File: src/rtl/seq_detect_prog.sv
// Runtime-programmable serial bit-pattern detector.
// A pattern of 1..MAX_LEN bits, its length and the overlap mode are loaded
// through the cfg_* port. Valid-qualified serial bits are shifted into a
// history register. The incoming bit is compared combinationally against the
// programmed pattern, and a registered match pulse follows one clock later.
// A saturating counter tallies matches since reset or the last legal config.
//
// Handshake: din is consumed on every rising edge where din_valid=1; there is
// no back-pressure. cfg_load is a single-cycle strobe; a legal config takes
// priority over din in the same cycle.
module seq_detect_prog #(
  parameter int MAX_LEN = 8,
  parameter int CNT_W   = 8,
  parameter int LEN_W   = $clog2(MAX_LEN + 1)
) (
  input  logic               clk,
  input  logic               reset,
  input  logic               din,
  input  logic               din_valid,
  input  logic               cfg_load,
  input  logic [MAX_LEN-1:0] cfg_pattern,
  input  logic [LEN_W-1:0]   cfg_len,
  input  logic               cfg_overlap,
  output logic               cfg_err,
  output logic               armed,
  output logic               match,
  output logic [CNT_W-1:0]   match_count,
  output logic               count_sat,
  output logic [1:0]         state_dbg
);

  typedef enum logic [1:0] {
    IDLE = 2'd0,
    FILL = 2'd1,
    RUN  = 2'd2
  } state_t;

  localparam logic [LEN_W-1:0] MAX_LEN_L = LEN_W'(MAX_LEN);
  localparam logic [CNT_W-1:0] CNT_MAX   = {CNT_W{1'b1}};

  state_t             state;
  logic [MAX_LEN-1:0] hist;
  logic [LEN_W-1:0]   fill;
  logic [MAX_LEN-1:0] pat_r;
  logic [LEN_W-1:0]   len_r;
  logic               ovl_r;

  logic [MAX_LEN-1:0] cand;
  logic [MAX_LEN-1:0] len_mask;
  logic [LEN_W:0]     fill_inc;
  logic [LEN_W-1:0]   fill_next;
  logic               fill_ok;
  logic               hit;
  logic               legal_cfg;
  logic [CNT_W-1:0]   cnt_inc;

  assign state_dbg = state;

  // Candidate window, length mask and the combinational hit decision.
  always_comb begin
    cand     = {hist[MAX_LEN-2:0], din};
    len_mask = '0;
    for (int i = 0; i < MAX_LEN; i++) begin
      len_mask[i] = (i < int'(len_r));
    end
    fill_inc  = {1'b0, fill} + {{LEN_W{1'b0}}, 1'b1};
    fill_next = (fill_inc > {1'b0, MAX_LEN_L}) ? MAX_LEN_L : fill_inc[LEN_W-1:0];
    fill_ok   = (fill_inc >= {1'b0, len_r});
    hit       = din_valid && (state != IDLE) && fill_ok &&
                (((cand ^ pat_r) & len_mask) == '0);
    legal_cfg = (cfg_len != '0) && (cfg_len <= MAX_LEN_L);
    cnt_inc   = match_count + {{(CNT_W-1){1'b0}}, 1'b1};
  end

  // Detector FSM, history/fill tracking, counter and registered pulses.
  always_ff @(posedge clk) begin
    if (reset) begin
      state       <= IDLE;
      hist        <= '0;
      fill        <= '0;
      pat_r       <= '0;
      len_r       <= '0;
      ovl_r       <= 1'b0;
      cfg_err     <= 1'b0;
      armed       <= 1'b0;
      match       <= 1'b0;
      match_count <= '0;
      count_sat   <= 1'b0;
    end else begin
      cfg_err <= 1'b0;
      match   <= 1'b0;
      if (cfg_load && legal_cfg) begin
        // A legal config wins over any din in the same cycle.
        pat_r       <= cfg_pattern;
        len_r       <= cfg_len;
        ovl_r       <= cfg_overlap;
        hist        <= '0;
        fill        <= '0;
        match_count <= '0;
        count_sat   <= 1'b0;
        state       <= FILL;
        armed       <= 1'b1;
      end else begin
        // An illegal length is flagged but the current bit is still processed.
        if (cfg_load) begin
          cfg_err <= 1'b1;
        end
        if ((state != IDLE) && din_valid) begin
          match <= hit;
          if (hit && (match_count != CNT_MAX)) begin
            match_count <= cnt_inc;
            if (cnt_inc == CNT_MAX) begin
              count_sat <= 1'b1;
            end
          end
          if (hit && !ovl_r) begin
            // Non-overlapping mode: the next match must be built from fresh bits.
            hist  <= '0;
            fill  <= '0;
            state <= FILL;
          end else begin
            hist  <= cand;
            fill  <= fill_next;
            state <= (fill_next >= len_r) ? RUN : FILL;
          end
        end
      end
    end
  end

endmodule

File: config.mk
export PLATFORM = sky130hd
export DESIGN_NAME = seq_detect_prog
export DESIGN_NICKNAME = d
export VERILOG_FILES = /design/src/rtl/seq_detect_prog.sv
export SDC_FILE = /design/constraint.sdc
export NUM_CORES = 1
export LEC_CHECK = 0
export ABC_AREA = 0
export BUFFER_PORTS_ARGS = -buffer_cell sky130_fd_sc_hd__buf_2
export CAP_MARGIN = 5
export CORE_MARGIN = 4
export CORE_UTILIZATION = 60
export CTS_BUF_LIST = sky130_fd_sc_hd__clkbuf_4
export CTS_CLUSTER_SIZE = 25
export DETAILED_ROUTE_END_ITERATION = 10
export HOLD_SLACK_MARGIN = 0.05
export PLACE_DENSITY = 0.84
export SYNTH_ARGS = -nofsm -noshare
export SYNTH_HDL_FRONTEND = slang
export SYNTH_SLANG_ARGS = --single-unit
File: constraint.sdc
create_clock -name clk -period 5.1 [get_ports clk]
set_clock_uncertainty 0.15 [all_clocks]
set_input_delay 0.51 -clock clk [delete_from_list [all_inputs] [get_ports clk]]
set_output_delay 0.51 -clock clk [all_outputs]
set_load 0.02 [all_outputs]
# Word-level counts from Yosys, hierarchy flattened
# Cells that the tools add are included.
dict set report totals {
  regBits 38
  in_bits 18
  output_inout_bits 14
  wordCells 55
}
dict set report op_classes {
  add_sub_neg 2
  n_lt_le_gt_ge 12
  eq_ne 2
  n_mux 8
  bitwise 3
  n_reduce_logical 16
}
# cell count
set ops {}
lappend ops {{$lt 3x4->1 const A} 4}
lappend ops {{$add 8x1->8 const B} 1}
lappend ops {{$and 8x8->8} 1}
lappend ops {{$eq 8x8->1 const B} 1}
lappend ops {{$logic_not 8->1} 1}
lappend ops {{$lt 1x4->1 const A} 2}
lappend ops {{$lt 2x4->1 const A} 2}
lappend ops {{$mux 4} 2}
lappend ops {{$ne 8x8->1 const B} 1}
lappend ops {{$xor 8x8->8} 1}
lappend ops {{$logic_and 1x1->1} 7}
lappend ops {{$mux 7} 1}
lappend ops {{$add 4x1->5 const B} 1}
lappend ops {{$ge 5x4->1} 1}
lappend ops {{$gt 5x4->1 const B} 1}
lappend ops {{$ge 4x4->1} 1}
lappend ops {{$le 4x4->1 const B} 1}
lappend ops {{$mux 2} 2}
lappend ops {{$reduce_bool 2->1} 2}
lappend ops {{$reduce_bool 4->1} 1}
lappend ops {{$mux 1} 3}
lappend ops {{$reduce_and 3->1} 1}
lappend ops {{$reduce_or 3->1} 1}
lappend ops {{$reduce_and 2->1} 1}
lappend ops {{other kinds (3)} 3}

# Logic depth before layout (Yosys ltp)
# Gate-level depths: netlist (run 1).
dict set report logic_depth {
  depth_word 8
  mapped_depth 12
  ltp_nobuf 11
}

# Worst setup path before layout (run 1)
# OpenSTA, ideal clock, no wires.
dict set report synth_timing {
  kind {reg2reg}
  from {register fill[0]}
  to {register state[0], in the netlist state_dbg[0]}
  setup_time_ns 0.086
  t_arrival_ns 2.201
  required_time_ns 4.864
  slack_ns 2.663
  path_stages_with_launch 12
  path_buffers 0
  synth_period_minus_slack_ns 2.437
  cell_sequence {dfxtp_1 -> ha_1 -> nor2b_1 -> a41oi_1 -> o22a_1 -> or2_2 -> ha_1 -> nand2b_1 -> a21oi_1 -> o21ai_0 -> and3_1 -> a221oi_2}
}
dict set report synth_between {
  elab_chain_cells 8
  elab_cells_between_ends 12
  cone_classes {1 x add/sub; 3 x order compare; 5 x mux; 3 x reduce/logical}
}
# element line
set synth_lines {}
lappend synth_lines {{start, declared} 43} ;# logic [LEN_W-1:0] fill;
lappend synth_lines {{start signal, assigned} 123} ;# fill <= fill_next;
lappend synth_lines {{$add 4x1->5 (*)} 66} ;# fill_inc = {1'b0, fill} + {{LEN_W{1'b0}}, 1'b1};
lappend synth_lines {{$gt 5x4->1 / $ge 5x4->1 (equally long branches)} {67, 68}}
lappend synth_lines {{$mux 4 / $logic_and 1x1->1 (equally long branches)} {67, 69}}
lappend synth_lines {{$ge 4x4->1 / $logic_and 1x1->1 (equally long branches)} {124, 69}}
lappend synth_lines {{$mux 2 / $logic_and 1x1->1 (equally long branches)} {124, 116}}
lappend synth_lines {{$mux 2 (*)} 116} ;# if (hit && !ovl_r) begin
lappend synth_lines {{$mux 1 (*)} 108} ;# if ((state != IDLE) && din_valid) begin
lappend synth_lines {{$mux 1 (*)} 92} ;# if (cfg_load && legal_cfg) begin
lappend synth_lines {{end signal, assigned} 124} ;# state <= (fill_next >= len_r) ? RUN : FILL;
lappend synth_lines {{end, declared} 41} ;# state_t state;
# Mark *: on every way between the ends. The rest lies on a longest branch, timed or not. The select of a mux whose other input is x is not followed.
# A chain may end at the register's enable or synchronous reset.

# Final worst setup path (run 1)
dict set report layout_timing {
  from {input cfg_len[0]}
  to {register fill[0]}
}
dict set report layout_between {
  elab_chain_cells 4
  elab_cells_between_ends 5
  cone_classes {1 x order compare; 4 x reduce/logical}
}
# element line
set layout_lines {}
lappend layout_lines {{start, declared} 22} ;# input logic [LEN_W-1:0] cfg_len,
lappend layout_lines {{$le 4x4->1 / $reduce_bool 4->1 (equally long branches)} 71} ;# legal_cfg = (cfg_len != '0) && (cfg_len <= MAX_LEN_L);
lappend layout_lines {{$logic_and 1x1->1 (*)} 71}
lappend layout_lines {{$logic_and 1x1->1 (*)} 92}
lappend layout_lines {{$reduce_or 2->1 (no line) (*)} -}
# Mark *: on every way between the ends. The rest lies on a longest branch, timed or not.

==> impl_metrics.toml, run 1 <==
[synthesis]
ys_seq_area_share_pct = 38.65
synth-edff-count = 0
synthTopCellsByCount = "dfxtp_1 (38), nor2_1 (27), nand2_1 (14), ha_1 (12)"
yosys_warnings = 0
synth_area_per_cell_um2 = 8.906
syn-num-nets = 251
synthArstFlopShare_pct = 0
yosysMostFrequentCell = "dfxtp_1"
ys_dominant_reg_cell = "dfxtp_1"
yosysTopAreaCell = "dfxtp_1"
ys_ff_latch = 38
syn-cell-area_um2 = 1968
synth_cell_types = 43
synth.area.top_cells = "dfxtp_1 (39%), ha_1 (7.6%), mux2i_1 (5.6%)"
syn_inst = 221
synth_top_area_share_pct = 38.65

[timing]
totalNegativeSetupSlack_ps = 0
worst_pin_slew_ps = 845.0
drv_slew = 0
min_period_ps = 3069
whs_ps = 254.6
max_freq_mhz = 325.8
rsz0062_at_grt = "no"
finalSetupViolCount = 0
max_slew_margin_pct = 43.66
final.period_utilization_pct = 60.18
hold_violations = 0

[power_and_ir_drop]
p_seq_share_pct = 57.8
total_power_mw = 0.5486
power_density_nw_per_um2 = 251.8
combPwrFrac_pct = 14.5
p_sw_mw = 0.1512
irDropWorstVdd_mv = 0.1943
switching_share_pct = 27.56
clockPowerShare_pct = 27.7
power.static_leakage_nw = 1.042
p_int_mw = 0.3974

[layout]
fin_nets = 279
drive_gt1_share_pct = 17.60
area_delta_synth_final_pct = 10.68
post-route-util_pct = 70.20
diodes = 0
fin_cells = 294

[drt]
ant_nets = 0
num_vias = 1678
via_per_inst = 5.707
first_pass_iters = 4
wl_um = 4012
wl_per_cell_um = 13.65
drtIter0Drc = 126
drcViolationCount = 0

[cts]
ctsResizeCount = 0
cts_hold_buf = 0
clockBufferDepth = 2
tritoncts = "yes"
cts_setup_buffers = 0
numCtsBuffers = 5
insertion_delay_ps = 340
root_buffer = "clkbuf_4"
cts_max_level = 2
clk_pin_slew_worst_paths_ps = 100
clock_sinks = 38

[worst_setup_path]
cpPeakStageDelay_ps = 670
worstPathCellList = "buf_2, nor3_1, nand2b_1, nand3_1, nand2b_1, nor2_1, a22o_1"
path_delay_family = "simple AND/OR/NAND/NOR gates"
cp-start-kind = "primary input"
critical_path_buf_inv_count = 1
crit_slowest_cell = "nor2_1"
crit_path_frequent_cell = "nand2b_1"
cp-end-kind = "flop"
required_ps = 5240
critical_path_class = "in2reg"
cp_max_fo = 15
critical_path_arrival_ps = 3210

[global_routing]
grt_max_degree = 21
antenna_found_initial = 0
grt_usage_pct = 20.61
grt_pass1_wl_um = 6831
grt_pass1_vias = 1594
grt_overflow_total = 0

[hold_path]
hp-class = "in2reg"

[floorplanning]
coreArea_um2 = 3103
die_x_um = 65.28
rows = 20
die_h_um = 65.28
ioPinCount = 32
start_util_pct = 63.43
dieArea_um2 = 4261

[placed_design]
place_inst = 286
globalplace.congestion = 0.8131
portBuffers = 31
hpwlAfterDp_um = 3005

[status]
status = "complete, no violations"

[job]
cap_violations = 0
[layer usage]
metal | share of wire (%) | wire length [um] | GRT usage, % | vias up
met5 | 0 | 0 | 0 | -
met4 | 1.3 | 53 | 8.031 | 0
met3 | 5.3 | 212 | 6.496 | 8
met2 | 44 | 1772 | 32.24 | 44
met1 | 49 | 1974 | 26.35 | 776
li1 | - | - | - | 850
[power by group through the flow]
| stage | registers (mW) | logic [mW] | clock network (mW) |
|---|---|---|---|
| after CTS | 0.317 | 0.0794 | 0.156 |
| after global routing | 0.319 | 0.0881 | 0.173 |
| after detailed placement | 0.324 | 0.0792 | 0 |
| after global placement | 0.323 | 0.0762 | 0 |
| after floorplan | 0.325 | 0.0555 | 0 |
| final | 0.317 | 0.0794 | 0.152 |
[layout make-up]
cell class                 instances  area [um^2]
timing repair buffer              32        162.7
clock buffer                       6        45.04
sequential                        38        760.7
fill                             269        924.6
inverter                          11        41.29
clock inverter                     2        8.758
tap                               44        55.05
multi-input combinational        161         1105
[worst min-delay path, stage by stage]
cell     delay, ps
buf_2           70
mux2i_1         50
nor2_1          70
[cells by family after synthesis]
| logic type | synth area share (%) |
|---|---|
| adder cells (fa/ha/maj) | 7.629 |
| buffers and inverters | 5.213 |
| multiplexers | 5.595 |
| flip-flops | 38.65 |
| AND/OR/NAND/NOR | 17.74 |
| AO/OA/AOI/OAI | 19.83 |
| XOR/XNOR | 5.341 |
[path summary, 6_finish.rpt]
kind,depth (start not counted),slack [ps],from,endpoint
worst max register to register,9,2120,fill[0],hist[0]
worst min-delay path,3,250,cfg_pattern[5],pat_r[5]
worst max-delay path,7,2030,cfg_len[0],fill[0]
worst min register to register,2,310,armed,armed
[registers in the layout (all words and copies together) (netlist names)]
signal / cells
match_count: 8
pat_r: 8
hist: 7
fill: 4
len_r: 4
state_dbg: 2
armed: 1
cfg_err: 1
count_sat: 1
match: 1
ovl_r: 1
[per-stage QoR]
stage / setup WS (ps) / area (um^2)
finish: 2031 / 2178
detailed placement: 1675 / 2125
global placement: 1793 / 2125
floorplan: 2663 / 1968
CTS: 2023 / 2178
global route: 1733 / 2178
[layout by cell type, fill, tap and decap left out, types with 2 or more instances in the layout]
master / count
dfxtp_1: 38
nand2_1: 14
nand2b_1: 5
and3_1: 2
a221oi_2: 2
a211o_1: 2
xor2_1: 9
a22o_1: 11
ha_1: 12
a31oi_1: 7
a21oi_1: 11
nor2b_1: 2
and2_1: 3
o21ai_0: 7
buf_2: 31
a211oi_1: 4
xnor2_1: 3
clkbuf_4: 6
nand3_1: 8
nor3_1: 4
inv_1: 11
mux2i_1: 11
nor2_1: 27
(Power assumes the default switching activity.)
==> run 2, diff against run 1 <==
--- a/config.mk
+++ b/config.mk
@@ -5,16 +5,16 @@
 export SDC_FILE = /design/constraint.sdc
 export NUM_CORES = 1
 export LEC_CHECK = 0
-export ABC_AREA = 0
+export ABC_AREA = 1
 export BUFFER_PORTS_ARGS = -buffer_cell sky130_fd_sc_hd__buf_2
 export CAP_MARGIN = 5
 export CORE_MARGIN = 4
-export CORE_UTILIZATION = 60
+export CORE_UTILIZATION = 59
 export CTS_BUF_LIST = sky130_fd_sc_hd__clkbuf_4
 export CTS_CLUSTER_SIZE = 25
 export DETAILED_ROUTE_END_ITERATION = 10
 export HOLD_SLACK_MARGIN = 0.05
-export PLACE_DENSITY = 0.84
+export PLACE_DENSITY = 0.82
 export SYNTH_ARGS = -nofsm -noshare
 export SYNTH_HDL_FRONTEND = slang
 export SYNTH_SLANG_ARGS = --single-unit
==> constraint.sdc (replaced) <==
create_clock -name clk -period 2.9 [get_ports clk]
set_clock_uncertainty 0.15 [all_clocks]
set_input_delay 0.29 -clock clk [delete_from_list [all_inputs] [get_ports clk]]
set_output_delay 0.29 -clock clk [all_outputs]
set_load 0.02 [all_outputs]
==> run 2 against run 1 <==
Compared with the run above:
- combinational power grew to 2.6 times the previous value
- sequential power grew 78%
- via count grew 15%
- hold slack lost 190 ps
- critical path depth grew 7
- wire length grew 11%
- critical endpoint is now hist[4]
- largest cell class unchanged
==> impl_metrics.toml, run 2 <==
[cts]
cts_hold_buf = 7
clockBufferDepth = 2
root_buffer = "clkbuf_4"
tritoncts = "yes"
clock_sinks = 38
ctsResizeCount = 0
insertion_delay_ps = 350
cts_setup_buffers = 0
numCtsBuffers = 5
cts_max_level = 2
clk_pin_slew_worst_paths_ps = 110

[global_routing]
antenna_found_initial = 0
grt_usage_pct = 19.78
grt_pass1_vias = 1871
grt_pass1_wl_um = 7969
grt_max_degree = 16
grt_overflow_total = 0

[floorplanning]
rows = 22
die_x_um = 69.67
dieArea_um2 = 4853
die_h_um = 69.67
start_util_pct = 61.28
ioPinCount = 32
coreArea_um2 = 3661

[job]
cap_violations = 0

[worst_setup_path]
cpPeakStageDelay_ps = 440
cp_max_fo = 11
critical_path_class = "reg2reg"
crit_slowest_cell = "dfxtp_1"
required_ps = 3030
cp-end-kind = "flop"
cp.depth = 14
crit_path_frequent_cell = "nand2_1"
worstPathCellList = "ha_1, xor2_1, ha_1, nand2_1, nand2_1, nand2_1, nand2_1, nor2_2, nor2_4, nand3_2, nand2_2, inv_2, nand2_1, a21oi_1"
path_delay_family = "simple AND/OR/NAND/NOR gates"
ff2ff_path_depth = 14
critical_path_buf_inv_count = 1
critical_path_arrival_ps = 2580
cp-start-kind = "flop"

[synthesis]
synth_area_per_cell_um2 = 7.605
synthTopCellsByCount = "nand2_1 (63), dfxtp_1 (38), inv_1 (36), nor2_1 (23), a21oi_1 (17)"
syn-num-nets = 325
yosys_warnings = 0
synth_top_area_share_pct = 33.91
synth.area.top_cells = "dfxtp_1 (34%), nand2_1 (11%), ha_1 (6.7%)"
synth-edff-count = 0
synth_cell_types = 36
ys_seq_area_share_pct = 33.91
syn_inst = 295
synthArstFlopShare_pct = 0
yosysTopAreaCell = "dfxtp_1"
yosysMostFrequentCell = "nand2_1"
ys_dominant_reg_cell = "dfxtp_1"
ys_ff_latch = 38
syn-cell-area_um2 = 2243

[power_and_ir_drop]
power_density_nw_per_um2 = 408.2
total_power_mw = 1.038
switching_share_pct = 30.44
clockPowerShare_pct = 26.0
irDropWorstVdd_mv = 0.3629
p_seq_share_pct = 54.3
p_sw_mw = 0.3160
p_int_mw = 0.7222
power.static_leakage_nw = 1.218
combPwrFrac_pct = 19.7

[hold_path]
hp-class = "in2reg"
min_path_cells = 3

[layout]
layout_common_cells = "nand2_1 (63), dfxtp_1 (38), inv_1 (36)"
fin_area_um2 = 2544
multi_input_area_um2 = 1231
reg.largest.list = "match_count (8), pat_r (8), hist (7)"
layout_commonest_cell = "nand2_1"
area_delta_synth_final_pct = 13.39
fin_cells = 386
regArea_um2 = 760.7
fin_nets = 367
fill_cells = 295
drive_gt1_share_pct = 28.40
diodes = 0

[status]
status = "complete, no violations"

[drt]
drtIter0Drc = 80
ant_nets = 0
via_per_inst = 5.005
wl_per_cell_um = 11.55
wl_um = 4457
num_vias = 1932
drcViolationCount = 0
first_pass_iters = 4

[timing]
drv_slew = 0
totalNegativeSetupSlack_ps = 0
hold_violations = 0
max_freq_mhz = 406.9
finalSetupViolCount = 0
min_period_ps = 2457
final.period_utilization_pct = 84.74
rsz0062_at_grt = "no"
max_slew_margin_pct = 61.69
worst_pin_slew_ps = 574.6

[placed_design]
portBuffers = 31
globalplace.congestion = 0.8895
postPlaceCellArea_um2 = 2420
hpwlAfterDp_um = 3380
place_inst = 371
[run 2: cell types whose count changed in the layout (fill, tap and decap cells not counted), sizes merged, moves of 4 or more]
cell	delta
nand2	+69
inv	+30
a21oi	+20
a22o	-11
mux2i	-11
o21ai	+10
dlygate4sd3	+7
a31oi	-6
nand2b	-5
nand3	+5
a211oi	-4
[run 2: worst paths after layout]
| path | slack, ps | from | endpoint |
|---|---|---|---|
| max | 440 | fill[0] | hist[4] |
| min | 70 | cfg_pattern[2] | pat_r[2] |
| max reg2reg | 440 | fill[0] | hist[4] |
| min reg2reg | 300 | count_sat | count_sat |
[run 2: routing by layer]
layer	GRT usage, %	wire (um)	up-vias
met4	7.447	62	0
met2	31.99	2048	36
met3	4.783	213	6
li1	-	-	1018
met1	25.47	2132	872
met5	0	0	-
[run 2: cell type report]
| class | instances | share of cell area, % |
|---|---|---|
| clock buffer | 6 | 1.771 |
| clock inverter | 2 | 0.3443 |
| inverter | 44 | 7.181 |
| multi-input combinational | 206 | 48.40 |
| sequential | 38 | 29.91 |
| tap | 48 | 2.361 |
| timing repair buffer | 42 | 10.03 |
[run 2: metrics by stage]
step	utilization [%]	setup WS (ps)	hold slack, ps
after detailed placement	66.10	488.3	290.3
after floorplan	-	774.7	209.1
after CTS	69.48	448.0	59.98
final	69.48	442.5	67.31
after global placement	66.10	596.4	284.4
after global routing	69.48	216.7	77.52
[run 2: worst register-to-register path, cell delays in order, from the launching register on]
cell and delay (ps):
dfxtp_1 440, ha_1 240, xor2_1 220, ha_1 290, nand2_1 70, nand2_1 40, nand2_1 50, nand2_1 60
nor2_2 150, nor2_4 70, nand3_2 70, nand2_2 50, inv_2 280, nand2_1 100, a21oi_1 140
[run 2: logic make-up (layout without fill, tap and decap cells)]
| group | after synthesis | in the layout | share of synthesized area, % |
|---|---|---|---|
| flip-flops | 38 | 38 | 33.91 |
| adder cells (fa/ha/maj) | 12 | 12 | 6.693 |
| buffers and inverters | 51 | 94 | 11.21 |
| AO/OA/AOI/OAI | 53 | 53 | 14.95 |
| AND/OR/NAND/NOR | 132 | 132 | 29.73 |
| XOR/XNOR | 9 | 9 | 3.514 |
[run 2: power by group through the flow]
stage	Sequential, mW	Combinational (mW)	Clock [mW]
after floorplan	0.580	0.150	0
after global placement	0.574	0.192	0
after detailed placement	0.576	0.196	0
after CTS	0.564	0.204	0.276
after global routing	0.567	0.231	0.298
final	0.564	0.205	0.270
